==> config.mk <==
export PLATFORM = sky130hd
export DESIGN_NAME = count_seq_ctrl_flat
export DESIGN_NICKNAME = d
export VERILOG_FILES = /design/src/rtl/count_seq_ctrl_pkg.sv /design/src/rtl/count_seq_ctrl_if.sv /design/src/rtl/count_seq_ctrl_prescaler.sv /design/src/rtl/count_seq_ctrl.sv /design/src/flat_wrapper.sv
export SDC_FILE = /design/constraint.sdc
export NUM_CORES = 1
export LEC_CHECK = 0
export CAP_MARGIN = 20
export CORE_MARGIN = 1.5
export CORE_UTILIZATION = 41
export CTS_BUF_LIST = sky130_fd_sc_hd__clkbuf_4
export DETAILED_ROUTE_END_ITERATION = 8
export PLACE_DENSITY_LB_ADDON = 0.2
export SETUP_SLACK_MARGIN = 0.1
export SYNTH_ARGS = -nofsm -noshare
export SYNTH_HDL_FRONTEND = slang
export SYNTH_HIERARCHICAL = 1
export SYNTH_SLANG_ARGS = --single-unit
==> constraint.sdc <==
create_clock -name clk -period 2.98 [get_ports clk]
set_input_delay 0.596 -clock clk [delete_from_list [all_inputs] [get_ports clk]]
set_output_delay 0.596 -clock clk [all_outputs]
set_load 0.02 [all_outputs]
==> src/rtl/count_seq_ctrl_pkg.sv <==
// Shared types and constants for the count sequence controller.
// Holds the state encoding, datapath widths and the single-advance helper.
package count_seq_ctrl_pkg;

   localparam int unsigned CNT_W       = 3;
   localparam int unsigned OUT_W       = 4;
   localparam int unsigned PRESC_W_DEF = 8;

   typedef enum logic [1:0] {
      ST_IDLE  = 2'b00,
      ST_RUN   = 2'b01,
      ST_PAUSE = 2'b10,
      ST_STEP  = 2'b11
   } state_e;

   typedef struct packed {
      logic [CNT_W-1:0] count;
      logic             tc;
   } adv_t;

   // One advance of the counter; lim is inclusive and wrapping raises tc.
   function automatic adv_t advance(input logic [CNT_W-1:0] cnt,
                                    input logic [CNT_W-1:0] lim,
                                    input logic             up);
      adv_t r;
      r.count = cnt;
      r.tc    = 1'b0;
      if (up) begin
         if (cnt == lim) begin
            r.count = '0;
            r.tc    = 1'b1;
         end else begin
            r.count = cnt + CNT_W'(1);
         end
      end else begin
         if (cnt == '0) begin
            r.count = lim;
            r.tc    = 1'b1;
         end else begin
            r.count = cnt - CNT_W'(1);
         end
      end
      return r;
   endfunction

endpackage

==> src/rtl/count_seq_ctrl_if.sv <==
// Command/status bundle between the run-control source and the counter.
// The master issues commands and configuration; the slave returns count status.
interface count_seq_ctrl_if #(
   parameter int unsigned PRESC_W = 8
);
   import count_seq_ctrl_pkg::*;

   logic               start;
   logic               stop;
   logic               step;
   logic               dir_up;
   logic [CNT_W-1:0]   limit;
   logic [PRESC_W-1:0] presc_div;
   logic [OUT_W-1:0]   count;
   logic               tc;
   logic               busy;
   logic [1:0]         state;

   modport master (
      output start, stop, step, dir_up, limit, presc_div,
      input  count, tc, busy, state
   );

   modport slave (
      input  start, stop, step, dir_up, limit, presc_div,
      output count, tc, busy, state
   );

endinterface

==> src/rtl/count_seq_ctrl_prescaler.sv <==
// Advance-rate prescaler: ticks once every div+1 enabled cycles.
// A shrinking div is caught by the >= compare so the counter never overshoots.
module count_seq_ctrl_prescaler #(
   parameter int unsigned W = 8
) (
   input  logic         clk,
   input  logic         re,
   input  logic         en,
   input  logic         clr,
   input  logic [W-1:0] div,
   output logic         tick_c
);

   logic [W-1:0] cnt_q;
   logic [W-1:0] cnt_d;

   assign tick_c = en && (cnt_q >= div);

   always_comb begin
      cnt_d = cnt_q;
      if (clr) begin
         cnt_d = '0;
      end else if (en) begin
         cnt_d = tick_c ? '0 : cnt_q + W'(1);
      end
   end

   always_ff @(posedge clk or posedge re) begin
      if (re) begin
         cnt_q <= '0;
      end else begin
         cnt_q <= cnt_d;
      end
   end

endmodule

==> src/rtl/count_seq_ctrl.sv <==
// Run controller for the 0..7 counter: start/pause/stop/single-step, direction,
// programmable terminal value and prescaled advance rate.
module count_seq_ctrl
   import count_seq_ctrl_pkg::*;
#(
   parameter int unsigned PRESC_W = PRESC_W_DEF
) (
   input  logic                   clk,
   input  logic                   re,
   count_seq_ctrl_if.slave        bus
);

   state_e           state_q, state_d;
   logic [CNT_W-1:0] count_q, count_d;
   logic [CNT_W-1:0] lim_q, lim_d;
   logic             tc_q, tc_d;
   logic             busy_q, busy_d;
   logic             presc_en;
   logic             presc_clr;
   logic             tick_c;
   adv_t             adv;

   // A stop in RUN freezes the prescaler so PAUSE resumes mid-period.
   assign presc_en  = (state_q == ST_RUN) && !bus.stop;
   assign presc_clr = (state_q == ST_IDLE) && !bus.stop && bus.start;

   count_seq_ctrl_prescaler #(
      .W (PRESC_W)
   ) u_presc (
      .clk    (clk),
      .re     (re),
      .en     (presc_en),
      .clr    (presc_clr),
      .div    (bus.presc_div),
      .tick_c (tick_c)
   );

   always_ff @(posedge clk or posedge re) begin
      if (re) begin
         state_q <= ST_IDLE;
         count_q <= '0;
         lim_q   <= CNT_W'(7);
         tc_q    <= 1'b0;
         busy_q  <= 1'b0;
      end else begin
         state_q <= state_d;
         count_q <= count_d;
         lim_q   <= lim_d;
         tc_q    <= tc_d;
         busy_q  <= busy_d;
      end
   end

   // Command priority is stop > start > step.
   always_comb begin
      state_d = state_q;
      case (state_q)
         ST_IDLE: begin
            if (!bus.stop) begin
               if (bus.start)     state_d = ST_RUN;
               else if (bus.step) state_d = ST_STEP;
            end
         end
         ST_RUN: begin
            if (bus.stop) state_d = ST_PAUSE;
         end
         ST_PAUSE: begin
            if (bus.stop)       state_d = ST_IDLE;
            else if (bus.start) state_d = ST_RUN;
            else if (bus.step)  state_d = ST_STEP;
         end
         default: state_d = ST_PAUSE;
      endcase
   end

   always_comb begin
      count_d = count_q;
      lim_d   = lim_q;
      tc_d    = 1'b0;
      busy_d  = (state_d == ST_RUN);
      adv     = advance(count_q, lim_q, bus.dir_up);
      case (state_q)
         ST_IDLE: begin
            if (!bus.stop && (bus.start || bus.step)) begin
               lim_d   = bus.limit;
               count_d = (bus.start && !bus.dir_up) ? bus.limit : '0;
            end
         end
         ST_RUN: begin
            if (tick_c) begin
               count_d = adv.count;
               tc_d    = adv.tc;
            end
         end
         ST_PAUSE: begin
            if (bus.stop) count_d = '0;
         end
         default: begin
            count_d = adv.count;
            tc_d    = adv.tc;
         end
      endcase
   end

   assign bus.count = {1'b0, count_q};
   assign bus.tc    = tc_q;
   assign bus.busy  = busy_q;
   assign bus.state = 2'(state_q);

endmodule

==> src/flat_wrapper.sv <==
// flat-port wrapper written by rule: the top's interface ports become plain ports
module count_seq_ctrl_flat import count_seq_ctrl_pkg::*;
#(
   parameter int unsigned PRESC_W = PRESC_W_DEF
)
  (clk, re, bus_start, bus_stop, bus_step, bus_dir_up, bus_limit, bus_presc_div, bus_count, bus_tc, bus_busy, bus_state);
  count_seq_ctrl_if #(.PRESC_W(PRESC_W)) bus_i ();
  input  logic clk;
  input  logic re;
  input wire logic [$bits(bus_i.start)-1:0] bus_start;
  input wire logic [$bits(bus_i.stop)-1:0] bus_stop;
  input wire logic [$bits(bus_i.step)-1:0] bus_step;
  input wire logic [$bits(bus_i.dir_up)-1:0] bus_dir_up;
  input wire logic [$bits(bus_i.limit)-1:0] bus_limit;
  input wire logic [$bits(bus_i.presc_div)-1:0] bus_presc_div;
  output wire logic [$bits(bus_i.count)-1:0] bus_count;
  output wire logic [$bits(bus_i.tc)-1:0] bus_tc;
  output wire logic [$bits(bus_i.busy)-1:0] bus_busy;
  output wire logic [$bits(bus_i.state)-1:0] bus_state;
  assign bus_i.start = bus_start;
  assign bus_i.stop = bus_stop;
  assign bus_i.step = bus_step;
  assign bus_i.dir_up = bus_dir_up;
  assign bus_i.limit = bus_limit;
  assign bus_i.presc_div = bus_presc_div;
  assign bus_count = bus_i.count;
  assign bus_tc = bus_i.tc;
  assign bus_busy = bus_i.busy;
  assign bus_state = bus_i.state;
  count_seq_ctrl #(.PRESC_W(PRESC_W)) u_core (.clk(clk), .re(re), .bus(bus_i));
endmodule
; Word-level counts from Yosys, hierarchy flattened
; Cells that the tools add are included.
[op_classes]
bitwise_logic = 0
eq_ne = 7
n_shift = 0
n_div = 0
addsub = 3
multipliers = 0
order_cmp = 1
mux = 21
n_reduce_logical = 15
[op_table]
columns = op, count
row1 = two-way mux 8 bit, 3
row2 = two-way mux 3 bit, 6
row3 = two-way mux 2 bit, 5
row4 = case mux 3 bit (3 select lines), 1
row5 = adder 8 x 1 -> 8 bit (second input constant), 1
row6 = greater-or-equal comparator 8 bit, 1
row7 = logical AND 1 bit, 6
row8 = != test 2 bit (second input constant), 3
row9 = case mux 2 bit (3 select lines), 1
row10 = equality test 2 x 1 -> 1 bit (second input constant), 2
row11 = two-way mux 4 bit, 1
row12 = adder 3 x 1 -> 3 bit (second input constant), 1
row13 = equality test 3 bit, 1
row14 = logical NOT 3 bit, 1
row15 = two-way mux 1 bit, 3
row16 = AND reduction 3 bit, 1
row17 = subtractor 3 x 1 -> 3 bit (second input constant), 1
row18 = equality test 2 bit (second input constant), 1
row19 = logical NOT 1 bit, 2
row20 = logical NOT 2 bit, 1
row21 = case mux 1 bit (2 select lines), 1
row22 = AND reduction 2 bit, 1
row23 = nonzero test 2 bit, 1
row24 = OR reduction 2 bit, 1
row25 = logical OR 1 bit, 1
[totals]
romBits = 0
reg_bits = 18
memories = 0
latchBits = 0
mem_bits_rw = 0

; Longest topological paths before layout
; Gate-level depths: netlist of the first run.
[logic_depth]
depth_word = 6
depth_mapped = 10
depth_no_buf = 10

; Modules after synthesis
; Netlist of the first run, hierarchy kept.
[modules_own_cells]
columns = module, cells_per_inst, seq_area_each_um2, area_per_inst_um2, n_inst
row1 = count_seq_ctrl_prescaler, 74, 200.2, 674.4, 1
row2 = count_seq_ctrl, 67, 254.0, 669.4, 1

; Worst setup path after synthesis of the first run
; OpenSTA, ideal clock, no wires.
[synth_timing]
kind = input to register
start = input bus_presc_div[0]
end = register u_core.count_q[2]
t_arrival_ns = 2.301
path_buffers = 0
path_stages = 9
path_slack_ns = 0.540
path_cell_list = ha_1 nand2b_4 a2111oi_4 o21ai_0 and2_1 o21ai_0 nor3_1 a32oi_1 o221ai_1
[synth_via]
elab_chain_len = 4
[synth_lines]
columns = element, line_no
row1 = "start, declared", flat_wrapper.sv:15  ; input wire logic [$bits(bus_i.presc_div)-1:0] bus_presc_div;
row2 = greater-or-equal comparator 8 bit, count_seq_ctrl_prescaler.sv:17  ; assign tick_c = en && (cnt_q >= div);
row3 = logical AND 1 bit, count_seq_ctrl_prescaler.sv:17
row4 = net u_core.tick_c, count_seq_ctrl.sv:20  ; logic tick_c;
row5 = != test 2 bit (no line), n/a
row6 = AND reduction 3 bit (no line), n/a
row7 = "end signal, assigned", count_seq_ctrl.sv:47  ; count_q <= count_d;
row8 = "end, declared", count_seq_ctrl.sv:14  ; logic [CNT_W-1:0] count_q, count_d;
; The timed path passes the listed nets, and every way through them passes these cells.
; A chain may end at the register's enable or synchronous reset.

; Worst setup path after layout of the first run
; Same ends and word-level chain as after synthesis.

==> results of run 1 <==
sequential cells by signal, summed over array words and instances, names as in the netlist:
| name | cells |
|---|---|
| u_core/bus.busy | 1 |
| u_core/bus.state | 2 |
| u_core/bus.tc | 1 |
| u_core/count_q | 3 |
| u_core/u_presc/cnt_q | 8 |
| u_core/lim_q | 3 |
final cells by class:
class | count | area, um^2 | area share [%]
clock inverter | 1 | 3.754 | 0.2269
inverter | 16 | 60.06 | 3.631
sequential | 18 | 454.2 | 27.46
timing repair buffer | 26 | 252.7 | 15.28
tap | 44 | 55.05 | 3.328
multi-input combinational | 104 | 805.8 | 48.71
clock buffer | 3 | 22.52 | 1.362
metal layers:
| metal | vias to the layer above | wire [um] |
|---|---|---|
| met5 | - | 0 |
| met1 | 522 | 1352 |
| li1 | 561 | - |
| met4 | 0 | 24 |
| met3 | 2 | 70 |
| met2 | 17 | 1190 |
cell families (layout without fill, tap and decap cells):
group / Yosys count / count (layout) / synth area share, %
muxes: 5 / 5 / 4.376
AOI/OAI and AO/OA: 33 / 33 / 21.23
adders and majority gates: 12 / 12 / 11.17
and+or+nand+nor: 50 / 50 / 20.95
other: 1 / 1 / 0.2791
DFF: 18 / 18 / 33.80
buffers and inverters: 19 / 46 / 6.238
xor gates and xnor gates: 3 / 3 / 1.956
synth_stat cells, drive strengths merged, types with 2 or more instances:
library cell | instances | area share (%)
xor2 | 3 | 2.0
a21o | 3 | 1.8
nor2b | 4 | 1.9
ha | 12 | 11
nor3b | 3 | 2.0
a211o | 5 | 3.3
inv | 16 | 4.5
nand3 | 4 | 1.5
o21ai | 6 | 2.2
or3 | 2 | 1.3
nor2 | 11 | 3.1
a21oi | 4 | 1.5
dfstp | 3 | 5.9
mux2 | 4 | 3.6
dfrtp | 15 | 28
o22ai | 2 | 2.0
buf | 3 | 1.8
nand2b | 2 | 1.5
and4 | 2 | 1.3
and2 | 2 | 0.93
nor3 | 7 | 3.0
o221ai | 2 | 1.3
nand2 | 10 | 2.8
worst paths after layout:
kind | start | slack, ns | depth (start not counted) | to
worst max-delay path | bus_presc_div[0] | 0.32 | 10 | u_core/count_q[2]
worst min-delay path | re | 0.58 | 2 | u_core/u_presc/cnt_q[2]
worst max register to register | u_core/u_presc/cnt_q[0] | 0.54 | 10 | u_core/count_q[2]
worst min register to register | u_core/u_presc/cnt_q[6] | 0.60 | 1 | u_core/u_presc/cnt_q[6]
max in group asynchronous | re | 2.07 | 2 | u_core/lim_q[2]
min in group clk | u_core/u_presc/cnt_q[6] | 0.60 | 1 | u_core/u_presc/cnt_q[6]
cells in the final DEF, fill, tap and decap left out, drive strengths merged, types with 2 or more instances in the layout:
| cell type | n |
|---|---|
| clkdlybuf4s50 | 23 |
| inv | 16 |
| dfrtp | 15 |
| ha | 12 |
| nor2 | 11 |
| nand2 | 10 |
| nor3 | 7 |
| o21ai | 6 |
| a211o | 5 |
| a21oi | 4 |
| nor2b | 4 |
| nand3 | 4 |
| mux2 | 4 |
| clkbuf | 3 |
| xor2 | 3 |
| dfstp | 3 |
| buf | 3 |
| nor3b | 3 |
| a21o | 3 |
| and2 | 2 |
| o221ai | 2 |
| and4 | 2 |
| or3 | 2 |
| o22ai | 2 |
| nand2b | 2 |
report_power, final:
group,internal (mW),total (mW),switching [mW]
clock network,0.0486,0.121,0.0720
registers,0.301,0.373,0.0716
logic,0.223,0.424,0.201
metrics by stage:
step                      TNS [ns]  hold WS, ns  cells  util [%]  cell area [um^2]
after CTS                        0       0.5847    212     53.74              1654
after global placement           0       0.5468    208     52.89              1628
after global routing             0       0.6034    212     53.74              1654
after floorplan                  0       0.4117    141         -              1344
after detailed placement  -0.01138       0.5725    208     52.89              1628
final                            0       0.5757    212     53.74              1654
worst register-to-register path, cell delays in order (launching register included):
cell and delay [ns]:
dfrtp_1 0.45, inv_1 0.07, ha_1 0.27, nand2b_4 0.15
a2111oi_4 0.37, o21ai_0 0.14, and2_1 0.18, o21ai_0 0.29
nor3_1 0.10, a32oi_1 0.18, o221ai_1 0.14
==> results.cfg, run 1 <==
[critical_path]
worstPathMaxFanout = 2
critPathMaxStageDelay_ns = 0.41
critPathTopFamily = compound AO/OA/AOI/OAI gates
crit_top_cell = o21ai_0
startpoint_type = input port
cp.arrival_ns = 2.83
worstPathBufferInverterCount = 1
crit_path_end_kind = flip-flop
crit_slowest_cell = clkdlybuf4s50_1
crit_required_ns = 3.15
worstPathCellList = clkdlybuf4s50_1 -> ha_1 -> nand2b_4 -> a2111oi_4 -> o21ai_0 -> and2_1 -> o21ai_0 -> nor3_1 -> a32oi_1 -> o221ai_1
critPathKind = input port to flip-flop

[routing]
drt-initial-drc-count = 37
detail-route-antenna-nets = 0
routed_wl_um = 2637
vias = 1102
drcViolationCount = 0
vias_per_cell = 5.198
wl_per_cell_um = 12.44
first_pass_iters = 4

[clock_network]
clockBufferDepth = 2
htree_levels = 1
cts_tree = yes
post_cts_resized = 0
ctsRootBufferMaster = clkbuf_4
clk_pin_slew_ns = 0.10
postCtsHoldBufs = 0
cts_setup_buffers = 0
cts_sinks = 18
clk_latency_ns = 0.29
cts-buffers-inserted = 3

[global_routing]
antenna_found_initial = 0
grt_pass1_wl_um = 4678
busiest_layer = met2
gr-total-overflow = 0
grt_max_degree = 14
met2_usage_pct = 26.86
grtUsageMet1_pct = 23.46
grt_use_total_pct = 17.00
grt_pass1_vias = 1120
met3_usage_pct = 2.814

[timing]
max_slew_margin_pct = 67.34
post-route-min-period_ns = 2.663
worst_slew_pin_slew_ns = 0.4831
fin_crit_sh_pct = 89.35
fin_skew_ns = 0.007574
fmax_mhz = 375.6
maxSlewViolCount = 0
hold_violations = 0
rsz0062_at_grt = false
setup_violations = 0
setup_ws_ns = 0.3173

[status]
status = finished clean

[final_layout]
drive_above_1_share_pct = 14.29
syn_to_final_growth_pct = 23.09
final_nets = 198
fillers = 280
insertedDiodeCount = 0

[synthesis]
syn_inst = 141
yosysSeqAreaShare_pct = 33.80
ys.flop_type = dfrtp_1
ys_warn_count = 6
synth_area_um2 = 1344
synth_nets = 170
synth-edff-count = 0
syn_avg_cell_area_um2 = 9.530
synth.distinct_cells = 48
ys_ff_latch = 18
synthArstFlopShare_pct = 100.0

[floorplan]
die_y_um = 60.25
start_util_pct = 43.66
rows = 20
die_w_um = 60.25
io_pins = 25
coreArea_um2 = 3078
dieArea_um2 = 3630

[worst_hold_path]
hp-class = input port to asynchronous set/reset pin

[power]
design_power_total_uw = 917.1
p_leak_nw = 0.7755
max-vdd-ir-drop_v = 0.0003457
power.density_nw_per_um2 = 554.4

[placed_design]
place_ws_ns = -0.01138
globalplace.congestion = 0.8353
io_buffer_count = 23
dp_hpwl_um = 2109

[flow_run]
drv_cap = 0
No activity file was read; power rests on OpenSTA's default activity.
==> inputs of run 2 (changes only) <==
--- a/config.mk
+++ b/config.mk
@@ -16,3 +16,4 @@
 export SYNTH_HDL_FRONTEND = slang
 export SYNTH_HIERARCHICAL = 1
 export SYNTH_SLANG_ARGS = --single-unit
+export TNS_END_PERCENT = 5
==> results of run 2 <==
Final layout, timing and power as in run 1 (identical DEF).
==> inputs of run 3 (changes only) <==
--- a/config.mk
+++ b/config.mk
@@ -5,7 +5,7 @@
 export SDC_FILE = /design/constraint.sdc
 export NUM_CORES = 1
 export LEC_CHECK = 0
-export CAP_MARGIN = 20
+export CAP_MARGIN = 40
 export CORE_MARGIN = 1.5
 export CORE_UTILIZATION = 41
 export CTS_BUF_LIST = sky130_fd_sc_hd__clkbuf_4
==> results of run 3 <==
Final layout, timing and power as in run 1 (identical DEF).
